`src/rtl/pll_cfg_pkg.sv`:
```
// Shared types and helpers for the iCE40 PLL configuration controller.
package pll_cfg_pkg;

    typedef enum logic [1:0] {
        PLL_RST   = 2'd0,
        WAIT_LOCK = 2'd1,
        LOCKED    = 2'd2,
        SHIFT     = 2'd3
    } pll_state_e;

    // Depth of the LOCK synchronizer chain.
    localparam int SYNC_STAGES = 2;

    // Width needed for a counter that must be able to hold max_val.
    function automatic int cnt_width(input int max_val);
        return (max_val < 1) ? 1 : $clog2(max_val + 1);
    endfunction

endpackage

```
`src/rtl/pll_cfg_ctrl_if.sv`:
```
// Reconfiguration request channel: valid/ready handshake plus read-back word.
interface pll_cfg_ctrl_if
    import pll_cfg_pkg::*;
#(
    parameter int CFG_W = 8
);

    logic             cfg_valid;
    logic             cfg_ready;
    logic [7:0]       cfg_delay;
    logic [CFG_W-1:0] cfg_word;
    logic [CFG_W-1:0] rd_word;

    modport master (
        output cfg_valid,
        output cfg_delay,
        output cfg_word,
        input  cfg_ready,
        input  rd_word
    );

    modport slave (
        input  cfg_valid,
        input  cfg_delay,
        input  cfg_word,
        output cfg_ready,
        output rd_word
    );

endinterface

```
`src/rtl/pll_cfg_shifter.sv`:
```
// Serial engine for the PLL configuration port: shifts tx_word out MSB first on
// sdi while capturing sdo into rx_word, one bit per 2*SCLK_DIV clk cycles.
module pll_cfg_shifter
    import pll_cfg_pkg::*;
#(
    parameter int CFG_W    = 8,
    parameter int SCLK_DIV = 2
)(
    input  logic             clk,
    input  logic             rst_n,
    input  logic             start,
    input  logic [CFG_W-1:0] tx_word,
    output logic             busy,
    output logic             done,
    output logic [CFG_W-1:0] rx_word,
    output logic             sclk,
    output logic             sdi,
    input  logic             sdo
);

    localparam int PH_W  = cnt_width(2 * SCLK_DIV);
    localparam int BIT_W = cnt_width(CFG_W);

    localparam logic [PH_W-1:0]  PH_LAST  = PH_W'(2 * SCLK_DIV - 1);
    localparam logic [PH_W-1:0]  PH_RISE  = PH_W'(SCLK_DIV - 1);
    localparam logic [BIT_W-1:0] BIT_LAST = BIT_W'(CFG_W - 1);

    logic             busy_q,  busy_d;
    logic [PH_W-1:0]  phase_q, phase_d;
    logic [BIT_W-1:0] bit_q,   bit_d;
    logic [CFG_W-1:0] sh_q,    sh_d;
    logic [CFG_W-1:0] rx_q,    rx_d;
    logic             sclk_q,  sclk_d;
    logic             last_phase;
    logic             last_bit;

    assign last_phase = (phase_q == PH_LAST);
    assign last_bit   = (bit_q == BIT_LAST);
    assign done       = busy_q && last_phase && last_bit;
    assign busy       = busy_q;
    assign rx_word    = rx_q;
    assign sclk       = sclk_q;
    assign sdi        = sh_q[CFG_W-1];

    // Bit/phase sequencing: sclk low for the first half of each bit, sdo
    // captured on the edge where sclk rises, word shifts at the end of a bit.
    always_comb begin
        busy_d  = busy_q;
        phase_d = phase_q;
        bit_d   = bit_q;
        sh_d    = sh_q;
        rx_d    = rx_q;
        sclk_d  = sclk_q;
        if (start && !busy_q) begin
            busy_d  = 1'b1;
            phase_d = '0;
            bit_d   = '0;
            sh_d    = tx_word;
            sclk_d  = 1'b0;
        end else if (busy_q) begin
            if (last_phase) begin
                phase_d = '0;
                sh_d    = sh_q << 1;
                sclk_d  = 1'b0;
                if (last_bit) begin
                    busy_d = 1'b0;
                    bit_d  = '0;
                end else begin
                    bit_d = bit_q + BIT_W'(1);
                end
            end else begin
                phase_d = phase_q + PH_W'(1);
                if (phase_q == PH_RISE) begin
                    sclk_d = 1'b1;
                    rx_d   = rx_q << 1;
                    rx_d[0] = sdo;
                end
            end
        end
    end

    // Shifter registers, cleared immediately by the asynchronous reset.
    always_ff @(posedge clk or negedge rst_n) begin
        if (!rst_n) begin
            busy_q  <= 1'b0;
            phase_q <= '0;
            bit_q   <= '0;
            sh_q    <= '0;
            rx_q    <= '0;
            sclk_q  <= 1'b0;
        end else begin
            busy_q  <= busy_d;
            phase_q <= phase_d;
            bit_q   <= bit_d;
            sh_q    <= sh_d;
            rx_q    <= rx_d;
            sclk_q  <= sclk_d;
        end
    end

endmodule

```
`src/rtl/pll_cfg_ctrl.sv`:
```
// Sequencer for the iCE40 PLL control side: reset pulse, lock filtering with
// timeout, clean downstream reset, and serial reconfiguration on request.
// Runs on the PLL reference clock only.
module pll_cfg_ctrl
    import pll_cfg_pkg::*;
#(
    parameter int RESET_CYCLES = 16,
    parameter int LOCK_FILTER  = 8,
    parameter int LOCK_TIMEOUT = 4096,
    parameter int CFG_W        = 8,
    parameter int SCLK_DIV     = 2
)(
    input  logic       clk,
    input  logic       rst_n,
    pll_cfg_ctrl_if.slave cfg,
    output logic       pll_resetb,
    output logic       pll_bypass,
    output logic [7:0] pll_dynamicdelay,
    output logic       pll_sclk,
    output logic       pll_sdi,
    input  logic       pll_sdo,
    input  logic       pll_lock,
    input  logic       clear_flags,
    output logic       locked,
    output logic       lock_lost,
    output logic       timeout,
    output logic       sys_rst_n
);

    localparam int RST_W  = cnt_width(RESET_CYCLES);
    localparam int FILT_W = cnt_width(LOCK_FILTER);
    localparam int TO_W   = cnt_width(LOCK_TIMEOUT);

    localparam logic [RST_W-1:0]  RST_LAST = RST_W'(RESET_CYCLES - 1);
    localparam logic [FILT_W-1:0] FILT_MAX = FILT_W'(LOCK_FILTER);
    localparam logic [TO_W-1:0]   TO_MAX   = TO_W'(LOCK_TIMEOUT);

    pll_state_e state_q, state_d;

    logic [SYNC_STAGES-1:0] sync_q, sync_d;
    logic                   lock_s;

    logic [RST_W-1:0]  rst_cnt_q,  rst_cnt_d;
    logic [FILT_W-1:0] filt_cnt_q, filt_cnt_d;
    logic [TO_W-1:0]   to_cnt_q,   to_cnt_d;

    logic       resetb_q,    resetb_d;
    logic       locked_q,    locked_d;
    logic       sys_rst_n_q, sys_rst_n_d;
    logic       cfg_ready_q, cfg_ready_d;
    logic [7:0] delay_q,     delay_d;
    logic       lock_lost_q, lock_lost_d;
    logic       timeout_q,   timeout_d;

    logic set_lock_lost;
    logic set_timeout;
    logic start_shift;

    logic             sh_busy;
    logic             sh_done;
    logic [CFG_W-1:0] sh_rx_word;

    assign sync_d = {sync_q[SYNC_STAGES-2:0], pll_lock};
    assign lock_s = sync_q[SYNC_STAGES-1];

    pll_cfg_shifter #(
        .CFG_W    (CFG_W),
        .SCLK_DIV (SCLK_DIV)
    ) u_shifter (
        .clk     (clk),
        .rst_n   (rst_n),
        .start   (start_shift),
        .tx_word (cfg.cfg_word),
        .busy    (sh_busy),
        .done    (sh_done),
        .rx_word (sh_rx_word),
        .sclk    (pll_sclk),
        .sdi     (pll_sdi),
        .sdo     (pll_sdo)
    );

    // State register, LOCK synchronizer, counters and registered outputs.
    always_ff @(posedge clk or negedge rst_n) begin
        if (!rst_n) begin
            state_q     <= PLL_RST;
            sync_q      <= '0;
            rst_cnt_q   <= '0;
            filt_cnt_q  <= '0;
            to_cnt_q    <= '0;
            resetb_q    <= 1'b0;
            locked_q    <= 1'b0;
            sys_rst_n_q <= 1'b0;
            cfg_ready_q <= 1'b0;
            delay_q     <= '0;
            lock_lost_q <= 1'b0;
            timeout_q   <= 1'b0;
        end else begin
            state_q     <= state_d;
            sync_q      <= sync_d;
            rst_cnt_q   <= rst_cnt_d;
            filt_cnt_q  <= filt_cnt_d;
            to_cnt_q    <= to_cnt_d;
            resetb_q    <= resetb_d;
            locked_q    <= locked_d;
            sys_rst_n_q <= sys_rst_n_d;
            cfg_ready_q <= cfg_ready_d;
            delay_q     <= delay_d;
            lock_lost_q <= lock_lost_d;
            timeout_q   <= timeout_d;
        end
    end

    // Next-state logic and counters; lock beats timeout, lock loss beats a request.
    always_comb begin
        state_d       = state_q;
        rst_cnt_d     = '0;
        filt_cnt_d    = '0;
        to_cnt_d      = '0;
        set_lock_lost = 1'b0;
        set_timeout   = 1'b0;
        start_shift   = 1'b0;
        case (state_q)
            PLL_RST: begin
                if (rst_cnt_q == RST_LAST) begin
                    state_d = WAIT_LOCK;
                end else begin
                    rst_cnt_d = rst_cnt_q + RST_W'(1);
                end
            end
            WAIT_LOCK: begin
                if (lock_s) begin
                    filt_cnt_d = (filt_cnt_q == FILT_MAX) ? filt_cnt_q
                                                          : filt_cnt_q + FILT_W'(1);
                end
                to_cnt_d = (to_cnt_q == TO_MAX) ? to_cnt_q : to_cnt_q + TO_W'(1);
                if (filt_cnt_q == FILT_MAX) begin
                    state_d = LOCKED;
                end else if (to_cnt_q == TO_MAX) begin
                    state_d     = PLL_RST;
                    set_timeout = 1'b1;
                end
            end
            LOCKED: begin
                if (!lock_s) begin
                    state_d       = WAIT_LOCK;
                    set_lock_lost = 1'b1;
                end else if (cfg.cfg_valid && cfg_ready_q && !sh_busy) begin
                    state_d     = SHIFT;
                    start_shift = 1'b1;
                end
            end
            SHIFT: begin
                if (sh_done) begin
                    state_d = PLL_RST;
                end
            end
            default: state_d = PLL_RST;
        endcase
    end

    // Registered output values derived from the next state; sticky flags favour set over clear.
    always_comb begin
        resetb_d    = (state_d != PLL_RST);
        locked_d    = (state_d == LOCKED);
        sys_rst_n_d = (state_d == LOCKED);
        cfg_ready_d = (state_d == LOCKED);
        delay_d     = start_shift ? cfg.cfg_delay : delay_q;
        lock_lost_d = set_lock_lost | (lock_lost_q & ~clear_flags);
        timeout_d   = set_timeout | (timeout_q & ~clear_flags);
    end

    assign pll_resetb       = resetb_q;
    assign pll_bypass       = 1'b0;
    assign pll_dynamicdelay = delay_q;
    assign locked           = locked_q;
    assign sys_rst_n        = sys_rst_n_q;
    assign lock_lost        = lock_lost_q;
    assign timeout          = timeout_q;
    assign cfg.cfg_ready    = cfg_ready_q;
    assign cfg.rd_word      = sh_rx_word;

endmodule

```
`src/flat_wrapper.sv`:
```
// flat-port wrapper written by rule: the top's interface ports become plain ports
module pll_cfg_ctrl_flat import pll_cfg_pkg::*;
#(
    parameter int RESET_CYCLES = 16,
    parameter int LOCK_FILTER  = 8,
    parameter int LOCK_TIMEOUT = 4096,
    parameter int CFG_W        = 8,
    parameter int SCLK_DIV     = 2
)
  (clk, rst_n, pll_resetb, pll_bypass, pll_dynamicdelay, pll_sclk, pll_sdi, pll_sdo, pll_lock, clear_flags, locked, lock_lost, timeout, sys_rst_n, cfg_cfg_valid, cfg_cfg_delay, cfg_cfg_word, cfg_cfg_ready, cfg_rd_word);
  pll_cfg_ctrl_if #(.CFG_W(CFG_W)) cfg_i ();
  input  logic clk;
  input  logic rst_n;
  output logic pll_resetb;
  output logic pll_bypass;
  output logic [7:0] pll_dynamicdelay;
  output logic pll_sclk;
  output logic pll_sdi;
  input  logic pll_sdo;
  input  logic pll_lock;
  input  logic clear_flags;
  output logic locked;
  output logic lock_lost;
  output logic timeout;
  output logic sys_rst_n;
  input wire logic [$bits(cfg_i.cfg_valid)-1:0] cfg_cfg_valid;
  input wire logic [$bits(cfg_i.cfg_delay)-1:0] cfg_cfg_delay;
  input wire logic [$bits(cfg_i.cfg_word)-1:0] cfg_cfg_word;
  output wire logic [$bits(cfg_i.cfg_ready)-1:0] cfg_cfg_ready;
  output wire logic [$bits(cfg_i.rd_word)-1:0] cfg_rd_word;
  assign cfg_i.cfg_valid = cfg_cfg_valid;
  assign cfg_i.cfg_delay = cfg_cfg_delay;
  assign cfg_i.cfg_word = cfg_cfg_word;
  assign cfg_cfg_ready = cfg_i.cfg_ready;
  assign cfg_rd_word = cfg_i.rd_word;
  pll_cfg_ctrl #(.RESET_CYCLES(RESET_CYCLES), .LOCK_FILTER(LOCK_FILTER), .LOCK_TIMEOUT(LOCK_TIMEOUT), .CFG_W(CFG_W), .SCLK_DIV(SCLK_DIV)) u_core (.clk(clk), .rst_n(rst_n), .cfg(cfg_i), .pll_resetb(pll_resetb), .pll_bypass(pll_bypass), .pll_dynamicdelay(pll_dynamicdelay), .pll_sclk(pll_sclk), .pll_sdi(pll_sdi), .pll_sdo(pll_sdo), .pll_lock(pll_lock), .clear_flags(clear_flags), .locked(locked), .lock_lost(lock_lost), .timeout(timeout), .sys_rst_n(sys_rst_n));
endmodule
```
`config.mk`:
```
export PLATFORM = sky130hd
export DESIGN_NAME = pll_cfg_ctrl_flat
export DESIGN_NICKNAME = d
export VERILOG_FILES = /design/src/rtl/pll_cfg_pkg.sv /design/src/rtl/pll_cfg_ctrl_if.sv /design/src/rtl/pll_cfg_shifter.sv /design/src/rtl/pll_cfg_ctrl.sv /design/src/flat_wrapper.sv
export SDC_FILE = /design/constraint.sdc
export NUM_CORES = 1
export LEC_CHECK = 0
export ABC_AREA = 1
export BUFFER_PORTS_ARGS = -buffer_cell sky130_fd_sc_hd__buf_2
export CAP_MARGIN = 20
export CELL_PAD_IN_SITES_DETAIL_PLACEMENT = 0
export CELL_PAD_IN_SITES_GLOBAL_PLACEMENT = 1
export CORE_MARGIN = 4
export CORE_UTILIZATION = 42
export DETAILED_ROUTE_END_ITERATION = 6
export PLACE_DENSITY = 0.8
export SLEW_MARGIN = 40
export SYNTH_ARGS = -nofsm -noshare
export SYNTH_HDL_FRONTEND = slang
export SYNTH_SLANG_ARGS = --single-unit
export TNS_END_PERCENT = 50
```
`constraint.sdc`:
```
create_clock -name clk -period 1.7 [get_ports clk]
set_input_delay 0.255 -clock clk [delete_from_list [all_inputs] [get_ports clk]]
set_output_delay 0.255 -clock clk [all_outputs]
set_load 0.01 [all_outputs]
```
==> run metrics, run 1 <==
Cells on Worst Hold Path 1; layout cells sized above 1 ~18%; Hold Vio Cnt, Final 0; Clk pwr share 40.3%; final wirelength 5.90 mm; first-pass GRT wire length between 10 and 15 mm; clock transition at the registers of the reported paths roughly 0.070 ns; cell count along the critical path 7; cell area after layout about 3500 sq um; worst hold start pll_lock; clk_lat worst skew roughly 0.34 ns; R2R setup slack between 0.2 and 0.3 ns; CTS Hold Buffers Added 1; Residual DRC 0; syn nets 392; Endpoint, Worst Hold u_core.sync_q[0]; Register-to-Register Path Depth 7; Warnings, synthesis 0; CP Cell Sequence ha_1, nand3_1, nor2_1, inv_1, o21ai_1, nand2_1, nor2_1; TritonCTS clock tree built; Pre-antenna DRT Iters 4; Power Density 1080 nW/um^2; NetSw between 0.0009 and 0.001 W; antenna-violating nets left 0; vias in the first global route roughly 2200; RSZ-0062 raised after global routing no; Hold Path Class in2reg; top cells by count, synth nand2_1, dfrtp_1, inv_1; critical path capture point type register; cell count after synthesis 362; die width 92.1 um; via count 2368; setup TNS 0 ns; Yosys top cell area share a little over half; largest cells by area after synthesis dfrtp_1, nand2_1, nand3_1; Setup Skew approximately 0.0065 ns; Worst setup SP type register; fmax between 600 and 700 MHz; I/O pin count 47; max_cap viols 0; final net count 443; CP delay by family, top simple AND/OR/NAND/NOR gates; Static Leak approximately 1.9 nW; Top FF cell, synth dfrtp_1; routability cong. around 0.8; Setup Fix Bufs, Post-CTS 0; Total GRT Usage roughly 15%; clk buf depth 2; placed inst area between 3000 and 4000 sq um; GRT overflow 0; Setup violations, final 0; status complete, no violations; switching share of power between 20% and 30%; delay of the slowest cell on the worst path 0.38 ns; WHS 0.0269 ns; Iter 0 DRT Violations ~70; # rows 30; Die ar. ~8500 sq um; WP data required roughly 2.0 ns; TritonCTS buffer count 9; critical path arrival approximately 1.7 ns; sequential area share after synthesis between 50% and 60%; final worst path period share a little under nine tenths; initial antenna violation count 0; Critical R2R Capture u_core.to_cnt_q[8]; crit path kind reg2reg; Buf/Inv on CP 1; initial core utilization a little over two fifths; synth-to-layout area growth 19.3%; top-count cell post-synth nand2_1; maximum vdd drop 0.652 mV; Final Max Slew Viols 0; root buffer cell clkbuf_8; cell mode on critical path nor2_1; IO buf count 45; post-CTS resize count 0; Core Footprint approximately 6800 sq um; # H-tree levels 3; crit path max fanout 4; antenna cells 0; EDFF count, synth 0; Mapped Area ~3000 sq um; wire per inst 11.5 um; hpwl dp about 4.2 mm; Int Pwr 0.00282 W; number of library cell types mapped by synthesis 29; post-synth top area cell dfrtp_1; Synth async-reset ratio 100%; Seq pwr share 45.0%; via/cell ratio 4.61; min cycle time layout 1.45 ns; Die H between 90 and 100 um; Mean Syn Cell Area between 8 and 9 sq um; clock sinks 63; #FFs+latches synth 63; Comb power frac around 15%; CP max-delay cell dfrtp_1; largest net degree at the start of global routing 64; r2r startpoint u_core.to_cnt_q[1]
-- power groups by stage --
stage	Sequential (W)	Combinational [W]	Clock, W
3_5_place_dp	0.00175	0.000572	0
6_report	0.00172	0.000562	0.00154
4_1_cts	0.00172	0.000575	0.00159
5_1_grt	0.00174	0.000671	0.00166
2_1_floorplan	0.00173	0.000384	0
3_3_place_gp	0.00174	0.000562	0
-- worst register-to-register path: cells and delay by family (launching register included) --
family | cells | cell delay (ns)
adders and majority gates | 1 | 0.20
DFF | 1 | 0.38
and+or+nand+nor | 4 | 0.56
buffers and inverters | 1 | 0.11
AOI/OAI and AO/OA | 1 | 0.12
-- worst max-delay path by stage --
stage	from	to	slack, ns
global placement	u_core.u_shifter.phase_q[0]	u_core.u_shifter.rx_word[1]	0.28
finish	u_core.to_cnt_q[1]	u_core.to_cnt_q[8]	0.25
detailed placement	u_core.to_cnt_q[1]	u_core.to_cnt_q[8]	0.27
global route	u_core.to_cnt_q[0]	u_core.to_cnt_q[8]	0.1
floorplan	u_core.u_shifter.busy	u_core.u_shifter.bit_q[2]	0.43
CTS	u_core.u_shifter.phase_q[0]	u_core.u_shifter.rx_word[0]	0.26
-- metrics by stage --
stage,setup slack [ns],cells,util [%],power (W)
after floorplan,0.433,362,-,0.00212
after global routing,0.0953,514,51.8,0.00407
after CTS,0.263,514,51.8,0.00388
after detailed placement,0.271,497,48.2,0.00232
final,0.252,514,51.8,0.00382
after global placement,0.278,497,48.2,0.00231
-- cell type report --
class / instances / area [sq um]
Clock inverter: 2 / 60.1
Tap cell: 96 / 120
Clock buffer: 14 / 183
Fill cell: 659 / 3290
Sequential cell: 63 / 1580
Multi-Input combinational cell: 251 / 1180
Timing Repair Buffer: 50 / 278
Inverter: 38 / 143
-- sequential cells by signal, indices dropped and copies added, names as in the netlist --
register and count:
u_core.locked 1, u_core.lock_lost 1, u_core.u_shifter.busy 1, u_core.timeout 1, u_core.u_shifter.bit_q 4, u_core.filt_cnt_q 4
u_core.u_shifter.rx_word 8, u_core.u_shifter.sh_q 8, u_core.rst_cnt_q 5, u_core.sync_q 2, u_core.u_shifter.sclk 1, u_core.to_cnt_q 13
u_core.state_q 2, u_core.u_shifter.phase_q 3, u_core.pll_dynamicdelay 8, u_core.pll_resetb 1
-- layout by cell type (no fill, tap or decap), types with 2 or more instances in the layout --
master / Yosys / layout
o22ai_1: 2 / 2
inv_2: 7 / 7
a21oi_1: 9 / 9
buf_4: 5 / 3
buf_2: 3 / 45
ha_1: 8 / 8
xor2_1: 5 / 5
nand2_1: 136 / 136
nor4_1: 2 / 2
clkbuf_8: 0 / 13
dfrtp_1: 63 / 63
nand4_1: 4 / 4
inv_1: 31 / 31
o21ai_1: 5 / 5
nor3_1: 6 / 6
o21ai_0: 11 / 11
bufinv_16: 0 / 2
nand3_1: 26 / 26
nor2_1: 27 / 27
-- cells by family (layout without fill, tap and decap cells) --
group	after synthesis	in the layout	share of synthesized area, %
buffers and inverters	48	104	7.08
AO/OA/AOI/OAI	30	30	5.39
XOR/XNOR	6	6	1.77
adder cells (fa/ha/maj)	8	8	3.37
other	1	1	0.126
flip-flops	63	63	53.1
AND/OR/NAND/NOR	206	206	29.2
-- per-layer routing --
| metal | up-vias | part of all wire [%] | track usage (%) |
|---|---|---|---|
| li1 | 1238 | - | - |
| met1 | 1089 | 48 | 20.7 |
| met2 | 36 | 47 | 23.4 |
| met3 | 5 | 3.9 | 4.18 |
| met4 | 0 | 1.3 | 6.31 |
| met5 | - | 0 | 0 |
Power figures use the tool's default switching activity.
==> run 2, diff against run 1 <==
Settings changed: HOLD_SLACK_MARGIN set to 0.08.
==> run 2 against run 1 <==
- sequential power barely moved
- maximum frequency shrank 0.12%
- sequential share of layout area shrank 0.13 points
- cell count grew 0.19%
- via count is the same
- sequential cell count is the same
- clock power barely moved
- setup slack worse by 0.0017 ns
- routed wire length rose by 0.47%
- cell area rose by 0.28%
- critical path depth is the same
- critical path type unchanged
- critical endpoint unchanged
- largest power group unchanged
- highest routed layer unchanged
==> run metrics, run 2 (synthesized netlist as in run 1, its figures left out) <==
wire per inst 11.5 um; RSZ-0062 raised after global routing no; min cycle time layout about 1.5 ns; Register-to-Register Path Depth 7; initial core utilization between 40% and 50%; Setup Fix Bufs, Post-CTS 0; fmax 690 MHz; Comb power frac approximately 15%; post-CTS resize count 0; GRT overflow 0; clock sinks 63; via/cell ratio 4.60; I/O pin count 47; Worst setup SP type register; # rows 30; Static Leak 1.91 nW; Cells on Worst Hold Path 3; critical path capture point type register; max reg flops 13; metal2 WL approximately 2.8 mm; Critical R2R Capture u_core.to_cnt_q[8]; hpwl dp 4.24 mm; synth-to-layout area growth 19.6%; IO buf count 45; largest net degree at the start of global routing 64; final wirelength 5.93 mm; routability cong. 0.813; Top reg by flops u_core.to_cnt_q; Max Used Layer met4; Die H roughly 92 um; clk buf depth 2; r2r startpoint u_core.to_cnt_q[1]; initial antenna violation count 0; crit path max fanout 4; NetSw a little over 0.001 W; footprint of the multi-input gates approximately 1200 sq um; root buffer cell clkbuf_8; clk_lat worst skew 0.34 ns; commonest non-fill, non-tap cell in the layout nand2_1; final net count ~440; M1 WL approximately 2.8 mm; # H-tree levels 3; Setup Skew 0.00725 ns; CTS Hold Buffers Added 2; crit path kind reg2reg; critical path arrival ~1.7 ns; Pre-antenna DRT Iters 4; WP data required 1.96 ns; first-pass GRT wire length ~10 mm; worst hold start cfg_cfg_delay[1]; TritonCTS buffer count 9; maximum vdd drop 0.656 mV; Int Pwr between 0.002 and 0.003 W; WHS roughly 0.11 ns; clock transition at the registers of the reported paths around 0.07 ns; layout cells sized above 1 18.4%; vias in the first global route 2225; Core Footprint 6830 sq um; met3 routed WL between 200 and 250 um; Power Density between 1000 and 1500 nW/um^2; Total GRT Usage between 10% and 20%; max_cap viols 0; TritonCTS clock tree built; R2R setup slack 0.25 ns; FF+latch area between 1500 and 2000 sq um; Residual DRC 0; Hold Vio Cnt, Final 0; via count ~2400; Hold Path Class in2reg; # fillers ~660; setup TNS 0 ns; Setup violations, final 0; Clk pwr share approximately 40%; Seq pwr share 44.9%; antenna cells 0; die width ~92 um; antenna-violating nets left 0; Final Max Slew Viols 0; final worst path period share 85.3%; most frequent cells in the layout nand2_1, dfrtp_1, buf_2, inv_1, nor2_1; Iter 0 DRT Violations approximately 70; switching share of power about a quarter; Die ar. 8480 sq um; Endpoint, Worst Hold u_core.pll_dynamicdelay[1]; status complete, no violations
## run 2: worst max-delay path, cell delays in order (launching register included)
cell and delay [ns]:
dfrtp_1 0.38, ha_1 0.20, nand3_1 0.16, nor2_1 0.22, inv_1 0.11, o21ai_1 0.12, nand2_1 0.07, nor2_1 0.11
## run 2: power groups by stage
| stage | Combinational, W | Clock (W) | Sequential (W) |
|---|---|---|---|
| 6_report | 0.000564 | 0.00155 | 0.00172 |
| 5_1_grt | 0.000672 | 0.00166 | 0.00174 |
| 4_1_cts | 0.000577 | 0.00159 | 0.00172 |
| 3_5_place_dp | 0.000572 | 0 | 0.00175 |
| 3_3_place_gp | 0.000562 | 0 | 0.00174 |
| 2_1_floorplan | 0.000384 | 0 | 0.00173 |
## run 2: worst max path at each step
stage / from / to / slack, ns / cells after the start
after detailed placement: u_core.to_cnt_q[1] / u_core.to_cnt_q[8] / 0.27 / 7
after floorplan: u_core.u_shifter.busy / u_core.u_shifter.bit_q[2] / 0.43 / 8
after global placement: u_core.u_shifter.phase_q[0] / u_core.u_shifter.rx_word[1] / 0.28 / 6
after CTS: u_core.u_shifter.phase_q[0] / u_core.u_shifter.rx_word[0] / 0.26 / 6
after global routing: u_core.to_cnt_q[0] / u_core.to_cnt_q[8] / 0.1 / 7
final: u_core.to_cnt_q[1] / u_core.to_cnt_q[8] / 0.25 / 7
## run 2: cell type report
class / instances / share of cell area [%]
multi-input cells: 251 / 33.3
flip-flops and latches: 63 / 44.4
clock buffers: 14 / 5.14
repair buffers: 51 / 8.10
clock inverters: 2 / 1.69
inverters: 38 / 4.02
well taps: 96 / 3.38
## run 2: layer usage
metal | vias up | GRT usage (%)
li1 | 1238 | -
met1 | 1082 | 20.6
met2 | 40 | 23.7
met3 | 8 | 4.18
met4 | 0 | 6.31
met5 | - | 0
## run 2: stage by stage
step                total power, W  cell area, sq um  utilization (%)  worst slack [ns]  cells
detailed placement         0.00232              3290             48.2             0.271    497
finish                     0.00383              3550             52.0             0.250    515
global route               0.00407              3550             52.0            0.0953    515
CTS                        0.00388              3550             52.0             0.263    515
global placement           0.00231              3290             48.2             0.278    497
floorplan                  0.00212              2970                -             0.433    362
==> run 3, diff against run 2 <==
Settings changed: CORE_ASPECT_RATIO set to 0.9.
==> run 3 against run 2 <==
- register-to-register slack lost 0.06 ns
- combinational power rose by 4%
- routed wire length rose by 3.3%
- global-route usage rose by 0.27 points
- sequential share of layout area rose by 0.27 points
- largest cell class unchanged
- largest power group unchanged
- highest routed layer unchanged
==> run metrics, run 3 (synthesized netlist as in run 1, its figures left out) <==
routability cong. 0.789; Worst slew margin 63.8%; layout cells sized above 1 a little under a fifth; # rows 28; Comb power frac between 15 and 20%; M3 GR Usage ~5.5%; setup TNS 0 ns; root buffer cell clkbuf_8; critical path capture point type register; Core Footprint 6730 sq um; Seq pwr share 46.8%; switching share of power about 28%; Worst setup SP type register; placed cells roughly 490; met2 Track Usage GR around 26%; I/O pin count 47; Register-to-Register Path Depth 7; wire per inst 12.0 um; crit path max fanout 18; antenna-violating nets left 0; synth-to-layout area growth 18.9%; fmax about 660 MHz; GR Util met1 a little under a fifth; worst hold start cfg_cfg_delay[4]; max_cap viols 0; Power Density around 1000 nW/um^2; Setup violations, final 0; Worst-Margin Slew roughly 0.54 ns; r2r startpoint u_core.u_shifter.busy; via/cell ratio ~4.7; clock transition at the registers of the reported paths about 0.070 ns; commonest non-fill, non-tap cell in the layout nand2_1; NetSw approximately 0.0010 W; status complete, no violations; Final Max Slew Viols 0; Hold Vio Cnt, Final 0; clk_lat worst skew approximately 0.34 ns; IO buf count 45; TritonCTS buffer count 9; crit path kind reg2reg; Endpoint, Worst Hold u_core.pll_dynamicdelay[4]; max reg flops 13; WP data required around 2.0 ns; Setup Skew approximately 0.007 ns; critical path arrival around 1.8 ns; Cells on Worst Hold Path 3; Setup Fix Bufs, Post-CTS 0; RSZ-0062 raised after global routing no; hpwl dp between 4 and 5 mm; # H-tree levels 3; Clk pwr share 37.3%; Iter 0 DRT Violations 91; die width around 97 um; Static Leak 1.91 nW; Residual DRC 0; via count 2396; Pre-antenna DRT Iters 4; clock sinks 63; Int Pwr around 0.0026 W; vias in the first global route ~2400; Critical R2R Capture u_core.u_shifter.sh_q[4]; Top reg by flops u_core.to_cnt_q; clk buf depth 2; TritonCTS clock tree built; initial antenna violation count 0; R2R setup slack around 0.19 ns; CTS Hold Buffers Added 2; final net count about 450; antenna cells 0; most frequent cells in the layout nand2_1, dfrtp_1, buf_2, inv_1, nor2_1; final worst path period share 88.7%; fin cells just over 500; final wirelength around 6 mm; Total GRT Usage roughly 16%; Die ar. 8480 sq um; first-pass GRT wire length between 10 and 15 mm; largest net degree at the start of global routing 24; GRT overflow 0; post-CTS resize count 0; Die H 87.8 um; Hold Path Class in2reg; min cycle time layout ~1.5 ns; maximum vdd drop between 0.5 and 0.6 mV; initial core utilization about 44%; busiest grt layer met2
## run 3: cell types whose count changed in the layout (fill, tap and decap cells not counted)
cell       before  now
buf_12          1    2
bufinv_16       2    1
clkinv_2        0    2
clkbuf_8       13   12
## run 3: final cells by class
type,count,area (sq um)
clock buffer,13,169
sequential,63,1580
multi-input combinational,251,1180
timing repair buffer,52,308
fill,667,3200
inverter,38,143
tap,90,113
clock inverter,3,40.0
## run 3: metrics by stage
step                power [W]  utilization, %  worst slack (ns)  instance area [sq um]  hold slack [ns]
floorplan             0.00212               -             0.433                   2970          -0.0406
global placement      0.00231            49.1             0.258                   3300            0.268
detailed placement    0.00233            49.1             0.213                   3300            0.269
CTS                   0.00372            52.5             0.181                   3530           0.0840
global route          0.00389            52.5            0.0542                   3530           0.0830
finish                0.00367            52.5             0.192                   3530            0.103
## run 3: worst max path at each step
stage	slack, ns	startpoint	endpoint
after floorplan	0.43	u_core.u_shifter.busy	u_core.u_shifter.bit_q[2]
after global placement	0.26	u_core.filt_cnt_q[0]	u_core.locked
after detailed placement	0.21	u_core.u_shifter.busy	u_core.u_shifter.sh_q[5]
after CTS	0.18	u_core.u_shifter.busy	u_core.u_shifter.sh_q[4]
after global routing	0.05	u_core.to_cnt_q[0]	u_core.locked
final	0.19	u_core.u_shifter.busy	u_core.u_shifter.sh_q[4]
## run 3: per-layer routing
| layer | vias to the layer above | part of all wire [%] |
|---|---|---|
| met5 | - | 0 |
| met4 | 0 | 1.6 |
| met3 | 11 | 4.7 |
| met2 | 35 | 46 |
| met1 | 1111 | 48 |
| li1 | 1239 | - |
## run 3: power groups by stage
stage	Sequential [W]	Clock, W	Combinational (W)
2_1_floorplan	0.00173	0	0.000384
3_3_place_gp	0.00173	0	0.000574
3_5_place_dp	0.00174	0	0.000590
4_1_cts	0.00172	0.00141	0.000596
5_1_grt	0.00174	0.00148	0.000680
6_report	0.00171	0.00137	0.000584
## run 3: critical path, cell delays in order, from the launching register on
cell     delay [ns]
dfrtp_1        0.48
nor2_1         0.23
nand2_4        0.19
inv_2          0.28
nand2_1        0.09
nand2_1        0.07
nand2_1        0.05
nand2_1        0.06
